--- src/rtl/divider_pkg.sv ---
// divider_pkg: shared definitions for the sequential restoring divider.
//   DW_DEF / VW_DEF : default dividend / divisor widths
//   state_t         : controller states
//   cnt_w()         : width of the iteration counter for a given DW
package divider_pkg;

    localparam int DW_DEF = 8;
    localparam int VW_DEF = 4;

    typedef enum logic [1:0] {
        IDLE = 2'd0,
        RUN  = 2'd1,
        DONE = 2'd2
    } state_t;

    // Counter must be able to represent 0..DW.
    function automatic int cnt_w(input int dw);
        return $clog2(dw + 1);
    endfunction

endpackage

--- src/rtl/divider_8by4_seq_div_step.sv ---
// div_step: one combinational restoring-division step.
//   r       : current partial remainder (always < divisor)
//   bit_in  : next dividend bit shifted into the remainder
//   divisor : denominator
//   r_next  : partial remainder after the step
//   qbit    : quotient bit produced by this step
module div_step #(
    parameter int VW = 4
) (
    input  logic [VW-1:0] r,
    input  logic          bit_in,
    input  logic [VW-1:0] divisor,
    output logic [VW-1:0] r_next,
    output logic          qbit
);

    logic [VW:0] s;
    logic [VW:0] diff;

    always_comb begin
        s    = {r, bit_in};
        diff = s - {1'b0, divisor};
        // Since r < divisor, s < 2*divisor, so one subtraction always
        // brings the result back under divisor and it fits in VW bits.
        if (s >= {1'b0, divisor}) begin
            r_next = diff[VW-1:0];
            qbit   = 1'b1;
        end else begin
            r_next = s[VW-1:0];
            qbit   = 1'b0;
        end
    end

endmodule

--- src/rtl/divider_8by4_seq.sv ---
// divider_8by4_seq: sequential unsigned restoring divider, one quotient bit
// per clock, valid/ready on both sides.
//   clk, rst           : clock, synchronous active-high reset
//   in_valid/in_ready  : operand handshake (dividend, divisor)
//   out_valid/out_ready: result handshake (quotient, remainder, div_by_zero)
// Result appears DW+1 cycles after the accept cycle (1 cycle for divisor 0)
// and is held until taken. Outputs keep their last values between results.
module divider_8by4_seq
    import divider_pkg::*;
#(
    parameter int DW = DW_DEF,
    parameter int VW = VW_DEF
) (
    input  logic          clk,
    input  logic          rst,
    input  logic          in_valid,
    output logic          in_ready,
    input  logic [DW-1:0] dividend,
    input  logic [VW-1:0] divisor,
    output logic          out_valid,
    input  logic          out_ready,
    output logic [DW-1:0] quotient,
    output logic [VW-1:0] remainder,
    output logic          div_by_zero
);

    localparam int CW = cnt_w(DW);

    state_t        state_q,     state_d;
    logic [DW-1:0] dvd_q,       dvd_d;        // dividend shift register
    logic [VW-1:0] dvs_q,       dvs_d;
    logic [VW-1:0] rem_q,       rem_d;        // partial remainder
    logic [DW-1:0] quo_q,       quo_d;        // quotient shift register
    logic [CW-1:0] cnt_q,       cnt_d;
    logic          in_ready_q,  in_ready_d;
    logic          out_valid_q, out_valid_d;
    logic [DW-1:0] quotient_q,  quotient_d;
    logic [VW-1:0] remainder_q, remainder_d;
    logic          dbz_q,       dbz_d;

    logic [VW-1:0] r_next;
    logic          qbit;

    div_step #(.VW(VW)) u_step (
        .r       (rem_q),
        .bit_in  (dvd_q[DW-1]),
        .divisor (dvs_q),
        .r_next  (r_next),
        .qbit    (qbit)
    );

    always_comb begin
        state_d     = state_q;
        dvd_d       = dvd_q;
        dvs_d       = dvs_q;
        rem_d       = rem_q;
        quo_d       = quo_q;
        cnt_d       = cnt_q;
        in_ready_d  = in_ready_q;
        out_valid_d = out_valid_q;
        quotient_d  = quotient_q;
        remainder_d = remainder_q;
        dbz_d       = dbz_q;
        case (state_q)
            IDLE: begin
                if (in_valid && in_ready_q) begin
                    dvd_d      = dividend;
                    dvs_d      = divisor;
                    rem_d      = '0;
                    cnt_d      = '0;
                    in_ready_d = 1'b0;
                    if (divisor == '0) begin
                        // Skip iteration: report all-ones quotient right away.
                        state_d     = DONE;
                        quotient_d  = '1;
                        remainder_d = '0;
                        dbz_d       = 1'b1;
                        out_valid_d = 1'b1;
                    end else begin
                        state_d = RUN;
                    end
                end
            end
            RUN: begin
                rem_d = r_next;
                quo_d = {quo_q[DW-2:0], qbit};
                dvd_d = {dvd_q[DW-2:0], 1'b0};
                cnt_d = cnt_q + 1'b1;
                if (cnt_q == CW'(DW - 1)) begin
                    state_d     = DONE;
                    quotient_d  = {quo_q[DW-2:0], qbit};
                    remainder_d = r_next;
                    dbz_d       = 1'b0;
                    out_valid_d = 1'b1;
                end
            end
            DONE: begin
                if (out_ready) begin
                    state_d     = IDLE;
                    out_valid_d = 1'b0;
                    in_ready_d  = 1'b1;
                end
            end
            default: begin
                state_d     = IDLE;
                out_valid_d = 1'b0;
                in_ready_d  = 1'b1;
            end
        endcase
    end

    always_ff @(posedge clk) begin
        if (rst) begin
            state_q     <= IDLE;
            dvd_q       <= '0;
            dvs_q       <= '0;
            rem_q       <= '0;
            quo_q       <= '0;
            cnt_q       <= '0;
            in_ready_q  <= 1'b1;
            out_valid_q <= 1'b0;
            quotient_q  <= '0;
            remainder_q <= '0;
            dbz_q       <= 1'b0;
        end else begin
            state_q     <= state_d;
            dvd_q       <= dvd_d;
            dvs_q       <= dvs_d;
            rem_q       <= rem_d;
            quo_q       <= quo_d;
            cnt_q       <= cnt_d;
            in_ready_q  <= in_ready_d;
            out_valid_q <= out_valid_d;
            quotient_q  <= quotient_d;
            remainder_q <= remainder_d;
            dbz_q       <= dbz_d;
        end
    end

    assign in_ready    = in_ready_q;
    assign out_valid   = out_valid_q;
    assign quotient    = quotient_q;
    assign remainder   = remainder_q;
    assign div_by_zero = dbz_q;

endmodule

--- config.mk ---
export PLATFORM = sky130hd
export DESIGN_NAME = divider_8by4_seq
export DESIGN_NICKNAME = d
export VERILOG_FILES = /design/src/rtl/divider_pkg.sv /design/src/rtl/divider_8by4_seq_div_step.sv /design/src/rtl/divider_8by4_seq.sv
export SDC_FILE = /design/constraint.sdc
export NUM_CORES = 1
export LEC_CHECK = 0
export ABC_AREA = 1
export CELL_PAD_IN_SITES_DETAIL_PLACEMENT = 0
export CELL_PAD_IN_SITES_GLOBAL_PLACEMENT = 1
export CORE_UTILIZATION = 41
export CTS_CLUSTER_SIZE = 30
export DETAILED_ROUTE_END_ITERATION = 10
export PLACE_DENSITY = 0.88
export SYNTH_ARGS = -nofsm -noshare
export SYNTH_HDL_FRONTEND = slang
export SYNTH_SLANG_ARGS = --single-unit
--- constraint.sdc ---
create_clock -name clk -period 4 [get_ports clk]
set_input_delay 0.6 -clock clk [delete_from_list [all_inputs] [get_ports clk]]
set_output_delay 0.6 -clock clk [all_outputs]
set_load 0.02 [all_outputs]
# After elaboration in Yosys (flattened, before gate mapping)
# Index checks and enable logic that the tools add are counted.
# totals
wordCells,62
register_bits,44
out_inout_bits,15
input_bits,16
# classes
addsub,2
n_mux,30
magnitude_cmp,1
n_reduce_logical,10
n_bitwise,1
n_eq_ne,7
# op_table
cell,n
$mux W8,4
$pmux W8 S2,2
$pmux W4 S2,3
$mux W4,5
$mux W1,8
$mux W2,4
$ne A2 B2 Y1 const B,4
$reduce_and A4 Y1,2
$pmux W1 S3,2
$pmux W2 S3,1
$reduce_and A3 Y1,2
$ge A5 B4 Y1,1
$add A4 B1 Y4 const B,1
$eq A4 B3 Y1 const B,1
$logic_not A4 Y1,1
$reduce_and A2 Y1,2
$sub A4 B4 Y4,1
$eq A2 B1 Y1 const B,1
$eq A2 B2 Y1 const B,1
$logic_not A2 Y1,1
$pmux W1 S2,1
$reduce_bool A2 Y1,1
$logic_and A1 B1 Y1,1
$not A1 Y1,1

# Longest topological paths before layout
# Gate-level depths: netlist (run 1).
# logic_depth
depth_word,4
ltp_mapped,12
ltp_nobuf,12

# Hierarchy
# A second synthesis (run 1) with hierarchy kept.
# unflattened
cells_unflattened,252
hier_area_um2,2003.2
# modules_own_cells
module,area_each_um2,cells_each,instances,seq_area_each_um2
divider_8by4_seq,1749.2,213,1,880.8
div_step,254.0,39,1,0.0

# Least setup slack after synthesis (run 1)
# OpenSTA, ideal clock, no wires.
# synth_timing
kind,register -> register
startpoint,reg dvs_q[2]
endpoint,reg rem_q[0]
required_time_ps,3890
arrival_ps,1419
slack_ps,2472
synth_period_minus_slack_ps,1528
setup_ps,110
path_stages_with_launch,11
n_path_buf,0
cell_sequence,dfxtp_1 > inv_1 > ha_1 > a21oi_1 > nand2_1 > nand2_1 > nand2_1 > nand3_1 > nand3_1 > nand2_1 > inv_1
# synth_via
elab_chain_cells,3
# synth_rtl
item,line,text
from (decl),divider_8by4_seq.sv:31,"logic [VW-1:0] dvs_q, dvs_d;"
from (signal assigned),divider_8by4_seq.sv:128,dvs_q <= dvs_d;
$ge A5 B4 Y1,divider_8by4_seq_div_step.sv:25,"if (s >= {1'b0, divisor}) begin"
$mux W4,divider_8by4_seq_div_step.sv:25,
$pmux W4 S2,divider_8by4_seq.sv:64,case (state_q)
to (signal assigned),divider_8by4_seq.sv:129,rem_q <= rem_d;
to (decl),divider_8by4_seq.sv:32,"logic [VW-1:0] rem_q, rem_d;"
# Every way passes these cells.
# A chain may end at the register's enable or synchronous reset.

==> impl_metrics.csv, run 1 <==
group,metric,value,unit
sta,tns,0,ns
die,die_h,71.3,microns
die,core_area,0.00447,sq mm
global_route,grt_first_pass_wirelength,7.20,mm
yosys,yosys-top-cells-area,"dfxtp_1, nand2_1, nor2_1",
yosys,synth_edf_count,0,
clock_network,ctsRootBufferMaster,"clkbuf_8",
yosys,ys.flop_type,"dfxtp_1",
worst_setup_path,crit_path_max_incr_delay,0.77,ns
outcome,violations,"design-rule violations",
sta,clock_skew,0.00340,ns
worst_setup_path,crit_fanout,34,
yosys,ys_seq_elements,44,
place,placed_cells,333,
yosys,synth_fp_nets,283,
worst_setup_path,worstPathRequired,4.23,ns
finish,multi_input_area,903,sq um
finish,areaGrowthSynthToFinish,20.7,%
die,initial_core_util,0.440,
clock_network,clkTransAtPathRegs,0.08,ns
min_path,hold_class,"flop to flop",
yosys,async_flop_share,0,
worst_setup_path,crit_start,"rst",
clock_network,clock_latency,0.30,ns
clock_network,cts_hold_buf,0,
sta,slew_violations,0,
global_route,antenna_found_initial,0,
worst_setup_path,crit_buf_inv,2,
yosys,synth.most_common_cell,"nand2_1",
place,gp_congestion,0.829,
yosys,netlist_area,0.00197,sq mm
sta,min_period,2.19,ns
min_path,hp-start,"dvs_q[2]",
worst_setup_path,crit_chain,"clkdlybuf4s50_1 -> inv_1 -> o21ai_0 -> a31oi_1",
finish,nets,310,
sta,period_share,0.548,
finish,drive_gt1_frac,0.0796,
clock_network,cts_resized,0,
die,die_w,71.3,microns
clock_network,htree_levels,2,
power,p_leak,1.05,nW
sta,slew_headroom,0.408,
global_route,grt_pass1_vias,1559,
drt,wl,4.10,mm
die,rows,24,
clock_network,clock-sinks,44,
yosys,yosysTopAreaCell,"dfxtp_1",
worst_setup_path,start_kind,"input port",
drt,vias,1701,
clock_network,cts_buffer_depth,2,
place,port_buffers,30,
yosys,synth_top_area_frac,0.447,
drt,viasPerCell,4.99,
global_route,grt_overflow,0,
finish,regArea,881,sq um
yosys,seq_area_frac_synth,0.447,
power,peakVddDrop,437,uV
worst_setup_path,worst_setup_path_end_kind,"flop",
place,hpwl,2.84,mm
sta,fmax,456,MHz
worst_setup_path,crit_path_top_delay_cell,"inv_1",
clock_network,cts_tree,"yes",
drt,first_pass_iters,7,
finish,fill_cells,449,
drt,wl_per_cell,12.0,microns
power,p_per_area,879,mW/mm^2
sta,rsz0062_at_grt,"false",
sta,holdWs,0.468,ns
run,max_cap_viol_count,0,
global_route,gr-usage-all-layers,0.181,
yosys,ys_warn_count,0,
sta,finalHoldViolCount,0,
yosys,synthTopCellsByCount,"nand2_1, dfxtp_1, nor2_1",
worst_setup_path,reg2reg_from,"state_q[0]",
drt,initialDrtViolationCount,144,
worst_setup_path,cp_top_family,"buffers and inverters",
yosys,synth_cells,261,
global_route,grt_max_degree,35,
outcome,outcome,"complete, but fails checks",
finish,antennaDiodeCount,0,
clock_network,cts_buffers,5,
drt,ant_nets,0,
worst_setup_path,cp_data_arrival_time,2.42,ns
die,design.die.area,0.00508,sq mm
finish,stdcell_count,341,
sta,finalSetupViolations,0,
worst_setup_path,worstSetupPathType,"input port to flop",
sta,worstMarginPinSlew,0.888,ns
yosys,synthDistinctLibCells,26,
clock_network,cts_setup_buffers,0,
yosys,syn_avg_cell_area,7.55,sq um
drt,drc,2,
die,ioPinCount,31,
## placed cells by master (no fill, tap or decap), types with 2 or more instances in the layout
master,count
ha_1,5
o21ai_0,20
nor3_2,2
a21oi_2,2
nand4_1,4
nand2_2,4
nor2_1,30
inv_2,3
nand2_1,50
dfxtp_1,44
inv_1,26
a21oi_1,17
nand3_1,20
o21ai_1,9
clkbuf_8,5
clkdlybuf4s50_1,30
a31oi_1,7
## layout make-up
class | count | share of cell area
Tap cell | 52 | 0.0274
Clock inverter | 3 | 0.0179
Multi-Input combinational cell | 177 | 0.380
Inverter | 29 | 0.0458
Sequential cell | 44 | 0.371
Clock buffer | 5 | 0.0289
Timing Repair Buffer | 31 | 0.129
## state kept, by name, summed over array words and instances (netlist names)
name         count
cnt_q            4
div_by_zero      1
dvd_q            8
dvs_q            4
in_ready         1
out_valid        1
quo_q            7
quotient         8
rem_q            4
remainder        4
state_q          2
## final timing paths
path / slack [ns] / to / cells after the start
worst max-delay path: 1.81 / dvd_q[2] / 4
worst min-delay path: 0.47 / dvs_q[2] / 2
worst max register to register: 2.20 / rem_q[3] / 10
worst min register to register: 0.47 / dvs_q[2] / 2
## cells by family (layout without fill, tap and decap cells)
group | count (synthesis) | in the layout | share of synthesized area
and+or+nand+nor | 114 | 114 | 0.260
AOI/OAI and AO/OA | 56 | 56 | 0.152
DFF | 44 | 44 | 0.447
buffers and inverters | 40 | 68 | 0.0940
adders and majority gates | 6 | 6 | 0.0419
xor gates and xnor gates | 1 | 1 | 0.00445
## per-stage QoR
stage	cell area [sq um]	setup WS (ns)	util	total power, mW
after floorplan	1970	2.47	-	1.50
after global placement	2270	1.56	0.506	1.75
after detailed placement	2270	1.46	0.506	1.75
after CTS	2380	1.78	0.531	2.10
after global routing	2380	1.61	0.531	2.27
final	2380	1.81	0.531	2.09
## report_power, final
part / internal (mW) / total [mW] / switching [mW]
logic: 0.380 / 1.02 / 0.637
clock network: 0.185 / 0.340 / 0.155
registers: 0.623 / 0.732 / 0.110
total: 1.19 / 2.09 / 0.901
## per-layer routing
metal,track usage,share of wire,up-vias
met1,0.257,0.52,751
met4,0.0867,0.020,0
met3,0.0422,0.052,7
met5,0,0,-
li1,-,-,907
met2,0.258,0.41,36
## worst reg2reg max path, delay by kind of cell (launching register included)
family	cells	cell delay [ns]
DFF	1	0.38
buffers and inverters	5	0.81
and+or+nand+nor	5	0.51
Power figures use the tool's default switching activity.
==> run 2: changes to the inputs <==
- CORE_UTILIZATION: 41 -> 38
- PLACE_DENSITY: 0.88 -> 0.83
- clock period: 4 -> 2.1 ns (I/O delays scaled with it)
==> run 2 against run 1 <==
The run now ends clean. Sequential cell count unchanged. Clock skew up 0.0021 ns. Die area up 7.7%. Global-route usage down 0.65 points. Sequential power up 90%. First-iteration DRC count down 53%. Via count up 2.3%. Worst setup slack worse by 1.5 ns. Clock power up 49%. Routed wire length up 3.8%. Critical path type is now flop to flop. Largest cell class unchanged. Highest routed layer unchanged.
==> impl_metrics.csv, run 2 (synthesis gave the netlist of run 1 again) <==
group,metric,value,unit
outcome,outcome,"completed",
worst_setup_path,worstSetupPathType,"flop to flop",
sta,holdWs,0.471,ns
die,die_h,74.0,microns
sta,worstMarginPinSlew,0.390,ns
worst_setup_path,r2r-end,"remainder[1]",
worst_setup_path,cp_data_arrival_time,2.03,ns
place,port_buffers,30,
die,initial_core_util,0.406,
drt,viasPerCell,4.82,
sta,finalHoldViolCount,0,
sta,slew_violations,0,
worst_setup_path,reg2reg_setup_slack,0.27,ns
clock_network,clock-sinks,44,
worst_setup_path,crit_buf_inv,2,
drt,wl,4.26,mm
finish,antennaDiodeCount,0,
worst_setup_path,cp_top_family,"simple AND/OR/NAND/NOR gates",
die,rows,25,
clock_network,ctsRootBufferMaster,"clkbuf_8",
global_route,use_met3,0.0488,
place,dpl_worst_slack,0.221,ns
global_route,antenna_found_initial,0,
worst_setup_path,crit_path_end,"remainder[1]",
die,ioPinCount,31,
finish,layout_common_cells,"nand2_1, dfxtp_1, nor2_1, clkdlybuf4s50_1, inv_1",
power,combPwrFrac,0.514,
power,switching_share,0.441,
power,p_sw,1.72,mW
clock_network,htree_levels,2,
worst_setup_path,crit_path_top_delay_cell,"ha_1",
run,max_cap_viol_count,0,
worst_setup_path,worstPathRequired,2.30,ns
worst_setup_path,worst_setup_path_end_kind,"flop",
sta,slew_headroom,0.739,
worst_setup_path,crit_start,"dvs_q[2]",
drt,first_pass_iters,4,
clock_network,cts_resized,0,
global_route,grtUsageMet1,0.235,
worst_setup_path,cp.depth,10,
drt,ant_nets,0,
sta,period_share,0.869,
sta,clock_skew,0.00553,ns
clock_network,cts_tree,"yes",
clock_network,cts_setup_buffers,0,
sta,min_period,1.83,ns
worst_setup_path,critPathMostFrequentCell,"nand2_1",
worst_setup_path,start_kind,"flop",
global_route,grt_overflow,0,
finish,drive_gt1_frac,0.0952,
worst_setup_path,crit_path_max_incr_delay,0.35,ns
worst_setup_path,ff2ff_path_depth,10,
drt,vias,1740,
global_route,grt_first_pass_wirelength,7.21,mm
global_route,grt-busiest-layer,"met2",
die,core_area,0.00485,sq mm
worst_setup_path,reg2reg_from,"dvs_q[2]",
power,p_int,2.18,mW
finish,nets,316,
sta,tns,0,ns
min_path,hold_class,"flop to flop",
clock_network,clock_latency,0.29,ns
place,gp_congestion,0.781,
worst_setup_path,crit_fanout,6,
global_route,grt_max_degree,26,
die,design.die.area,0.00547,sq mm
global_route,grtUsageMet2,0.271,
clock_network,clkTransAtPathRegs,0.08,ns
die,die_w,74.0,microns
sta,fmax,548,MHz
power,share_seq_of_total_power,0.357,
global_route,gr-usage-all-layers,0.175,
power,peakVddDrop,622,uV
drt,initialDrtViolationCount,68,
finish,areaGrowthSynthToFinish,22.4,%
sta,rsz0062_at_grt,"false",
sta,finalSetupViolations,0,
power,p_leak,1.07,nW
clock_network,cts_hold_buf,0,
finish,final_common_cell,"nand2_1",
worst_setup_path,crit_chain,"inv_1 -> ha_1 -> a21oi_1 -> nand2_1 -> nand2_1 -> nand2_1 -> nand3_1 -> nand3_1 -> nand2_1 -> inv_1",
clock_network,cts_buffer_depth,2,
place,hpwl,3.07,mm
global_route,grt_pass1_vias,1615,
sta,final.setup.worst_slack,0.274,ns
clock_network,cts_buffers,5,
drt,wl_per_cell,11.8,microns
drt,drc,0,
power,p_per_area,1620,mW/mm^2
power,power_frac_clock,0.130,
==> run 2: final cells by class <==
type	instances	area (sq um)
fill	490	2440
multi-input combinational	177	903
timing repair buffer	37	353
clock inverter	2	12.5
tap	67	83.8
sequential	44	881
inverter	29	109
clock buffer	5	68.8
==> run 2: how the worst min path moves through the flow <==
stage / startpoint / endpoint / slack, ns / cells past startpoint
2_1_floorplan: dvs_q[2] / dvs_q[2] / 0.44 / 2
3_3_place_gp: cnt_q[3] / cnt_q[3] / 0.45 / 2
3_5_place_dp: cnt_q[3] / cnt_q[3] / 0.46 / 2
4_1_cts: cnt_q[3] / cnt_q[3] / 0.47 / 2
5_1_grt: dvd_q[1] / dvd_q[2] / 0.50 / 2
6_report: cnt_q[3] / cnt_q[3] / 0.47 / 2
==> run 2: power by group through the flow <==
stage	clock, mW	combinational (mW)	sequential, mW
4_1_cts	0.527	2.01	1.39
3_5_place_dp	0	2.00	1.41
2_1_floorplan	0	1.32	1.53
5_1_grt	0.559	2.27	1.44
6_report	0.505	2.00	1.39
3_3_place_gp	0	1.99	1.41
==> run 2: tightest hold or removal path: cells and delay by family (launching register included) <==
family | cells | cell delay, ns
flops | 1 | 0.31
simple gates | 1 | 0.06
compound gates | 1 | 0.05
==> run 2: routing by layer <==
metal	routed length [microns]	vias up
met3	188	6
li1	-	916
met2	1860	36
met1	2150	782
met4	54	0
met5	0	-
==> run 2: stage by stage <==
step,instances,util,power (mW),area (sq um)
3_5_place_dp,354,0.481,3.41,2330
5_1_grt,361,0.497,4.27,2410
6_report,361,0.497,3.90,2410
2_1_floorplan,261,-,2.85,1970
4_1_cts,361,0.497,3.93,2410
3_3_place_gp,354,0.481,3.39,2330
==> patch, RTL diff (config.mk and constraints of run 1) <==
Encoding of `state_t`: now one-hot (3 bits for 3 states).
--- a/src/rtl/divider_pkg.sv
+++ b/src/rtl/divider_pkg.sv
@@ -7,10 +7,10 @@
     localparam int DW_DEF = 8;
     localparam int VW_DEF = 4;
 
-    typedef enum logic [1:0] {
-        IDLE = 2'd0,
-        RUN  = 2'd1,
-        DONE = 2'd2
+    typedef enum logic [2:0] {
+        IDLE = 3'b001,
+        RUN  = 3'b010,
+        DONE = 3'b100
     } state_t;
 
     // Counter must be able to represent 0..DW.
Behaviour: same outputs for any inputs over 10 cycles, from zero or initial values and one cycle with rst high; not proved beyond that.
==> patch against run 1 <==
  * Cell area grew 6.4%
  * First-iteration DRC count shrank 16%
  * Sequential cell count grew 1
  * Non-clock buffer count is the same
  * Routed wire length grew 10%
  * Worst setup slack gained 0.26 ns
  * Largest cell class unchanged
  * Total power shrank 27%
  * Largest power group is now sequential cells
  * Global-route usage grew 0.98 points
  * Synthesized area grew 6.2%
  * Clock skew is essentially flat
==> patch: results (changes against run 1) <==
run_status: "complete, no violations"
gp_congestion: 0.8151  # -1.7%
yosys_warnings: 0  # unchanged
slew_headroom_pct: 58.17  # +17 points
clk_pin_slew_ns: 0.08  # about the same
first_global_vias: 1723  # +11%
async_flop_share_pct: 0  # unchanged
drive_above_1_share_pct: 10.20  # +2.2 points
clockBufferDepth: 2  # unchanged
clock-root-buffer: "clkbuf_8"
cts_resized: 0  # unchanged
cts_setup_buffers: 0  # unchanged
dp_hpwl_um: 3058  # +7.8%
synth_cell_types: 28  # +7.7%
cpMaxStageDelayCell: "clkdlybuf4s50_1"
grt_pass1_wl_um: 7852  # +9.1%
grt_max_degree: 29  # -17%
first_pass_iters: 5  # -2
num_antenna_cells: 0  # unchanged
antenna_found_initial: 0  # unchanged
synth_ff_type: "dfxtp_1"
synth_nets: 298  # +5.3%
cts_htree_levels: 2  # unchanged
first_iter_violations: 121  # -16%
yosysSeqAreaShare_pct: 43.09  # -1.6 points
wl_per_cell_um: 12.17  # +1.2%
cp.arrival_ns: 2.13  # -0.29 ns
slowest_delay_ns: 0.46  # -0.31 ns
dpl-instance-area_mm2: 0.002414  # +6.5%
netlist_top_cells_area: "dfxtp_1, nand2_1, nand3_1, a21oi_1, o21ai_0"
clk_latency_ns: 0.30  # about the same
synth_common_cells: "nand2_1, dfxtp_1, inv_1"
cts-buffers-inserted: 5  # unchanged
vias: 1779  # +4.6%
leakagePower_nw: 1.080  # +2.6%
setup_violations: 0  # unchanged
place.port_buffers: 30  # unchanged
hp-class: "register to register"
finClkSkew_ns: 0.003403  # +0.000004990 ns
power.internal_w: 0.0009469  # -20%
nets: 325  # +4.8%
vdd_drop_max_uv: 242.2  # -45%
crit_fanout: 16  # -53%
grtUsageTotal_pct: 19.09  # +0.98 points
cpLargestDelayFamily: "buffers and inverters"
[patch: cell count changes after synthesis, sizes merged]
| cell | before | now |
|---|---|---|
| a21oi | 19 | 25 |
| buf | 7 | 8 |
| clkbuf | 4 | 3 |
| dfxtp | 44 | 45 |
| inv | 29 | 31 |
| nand2 | 55 | 77 |
| nand3 | 20 | 24 |
| nand4 | 4 | 5 |
| nor2 | 32 | 19 |
| nor3 | 3 | 0 |
| o21ai | 29 | 24 |
[patch: path summary, 6_finish.rpt]
path                            from                       end  slack (ns)  depth (start not counted)
max reg2reg  state_q[0]$_SDFFE_PP1P_  div_by_zero$_SDFFE_PP0P_        2.18                          9
min reg2reg    cnt_q[3]$_SDFFE_PP0P_     cnt_q[3]$_SDFFE_PP0P_        0.47                          2
min            cnt_q[3]$_SDFFE_PP0P_     cnt_q[3]$_SDFFE_PP0P_        0.47                          2
max                         in_valid     rem_q[3]$_SDFFE_PP0P_        2.07                         10
[patch: worst register-to-register path: cells and delay by family, from the launching register on]
kind / cells / cell delay (ns)
DFF: 1 / 0.39
buffers and inverters: 3 / 0.46
and+or+nand+nor: 6 / 0.89
[patch: cells by family (layout without fill, tap and decap cells)]
logic type                 Yosys count  count (layout)  share of synthesized area, %
xor gates and xnor gates             1               1                        0.4190
adders and majority gates            6               6                         3.950
DFF                                 45              45                         43.09
AOI/OAI and AO/OA                   57              57                         15.80
and+or+nand+nor                    125             125                         27.77
buffers and inverters               42              70                         8.976
[patch: through the flow]
| step | total power, W | setup slack, ns | instances | hold slack (ns) |
|---|---|---|---|---|
| final | 0.001518 | 2.065 | 371 | 0.4672 |
| after global routing | 0.001632 | 1.920 | 371 | 0.4798 |
| after CTS | 0.001534 | 2.057 | 371 | 0.4685 |
| after detailed placement | 0.001175 | 1.747 | 363 | 0.4557 |
| after global placement | 0.001166 | 1.780 | 363 | 0.4479 |
| after floorplan | 0.001028 | 2.492 | 276 | 0.4348 |
[patch: area by class of cell]
class	instances	area [um2]
Fill cell	490	2287
Multi-Input combinational cell	189	1002
Sequential cell	45	900.9
Timing Repair Buffer	31	307.8
Inverter	31	118.9
Clock buffer	7	86.33
Tap cell	67	83.83
Clock inverter	1	30.03
[patch: routing by layer]
layer | up-vias | global-route usage, % | part of all wire [%]
met5 | - | 0 | 0
met4 | 0 | 7.051 | 1.8
met3 | 9 | 3.704 | 3.2
met2 | 30 | 30.76 | 44
met1 | 785 | 25.40 | 51
li1 | 955 | - | -
[patch: power groups by stage]
stage / sequential (W) / clock, W / combinational (W)
finish: 0.000591 / 0.000355 / 0.000571
global route: 0.000602 / 0.000382 / 0.000649
CTS: 0.000592 / 0.000366 / 0.000577
detailed placement: 0.000600 / 0 / 0.000575
global placement: 0.000601 / 0 / 0.000565
floorplan: 0.000624 / 0 / 0.000404
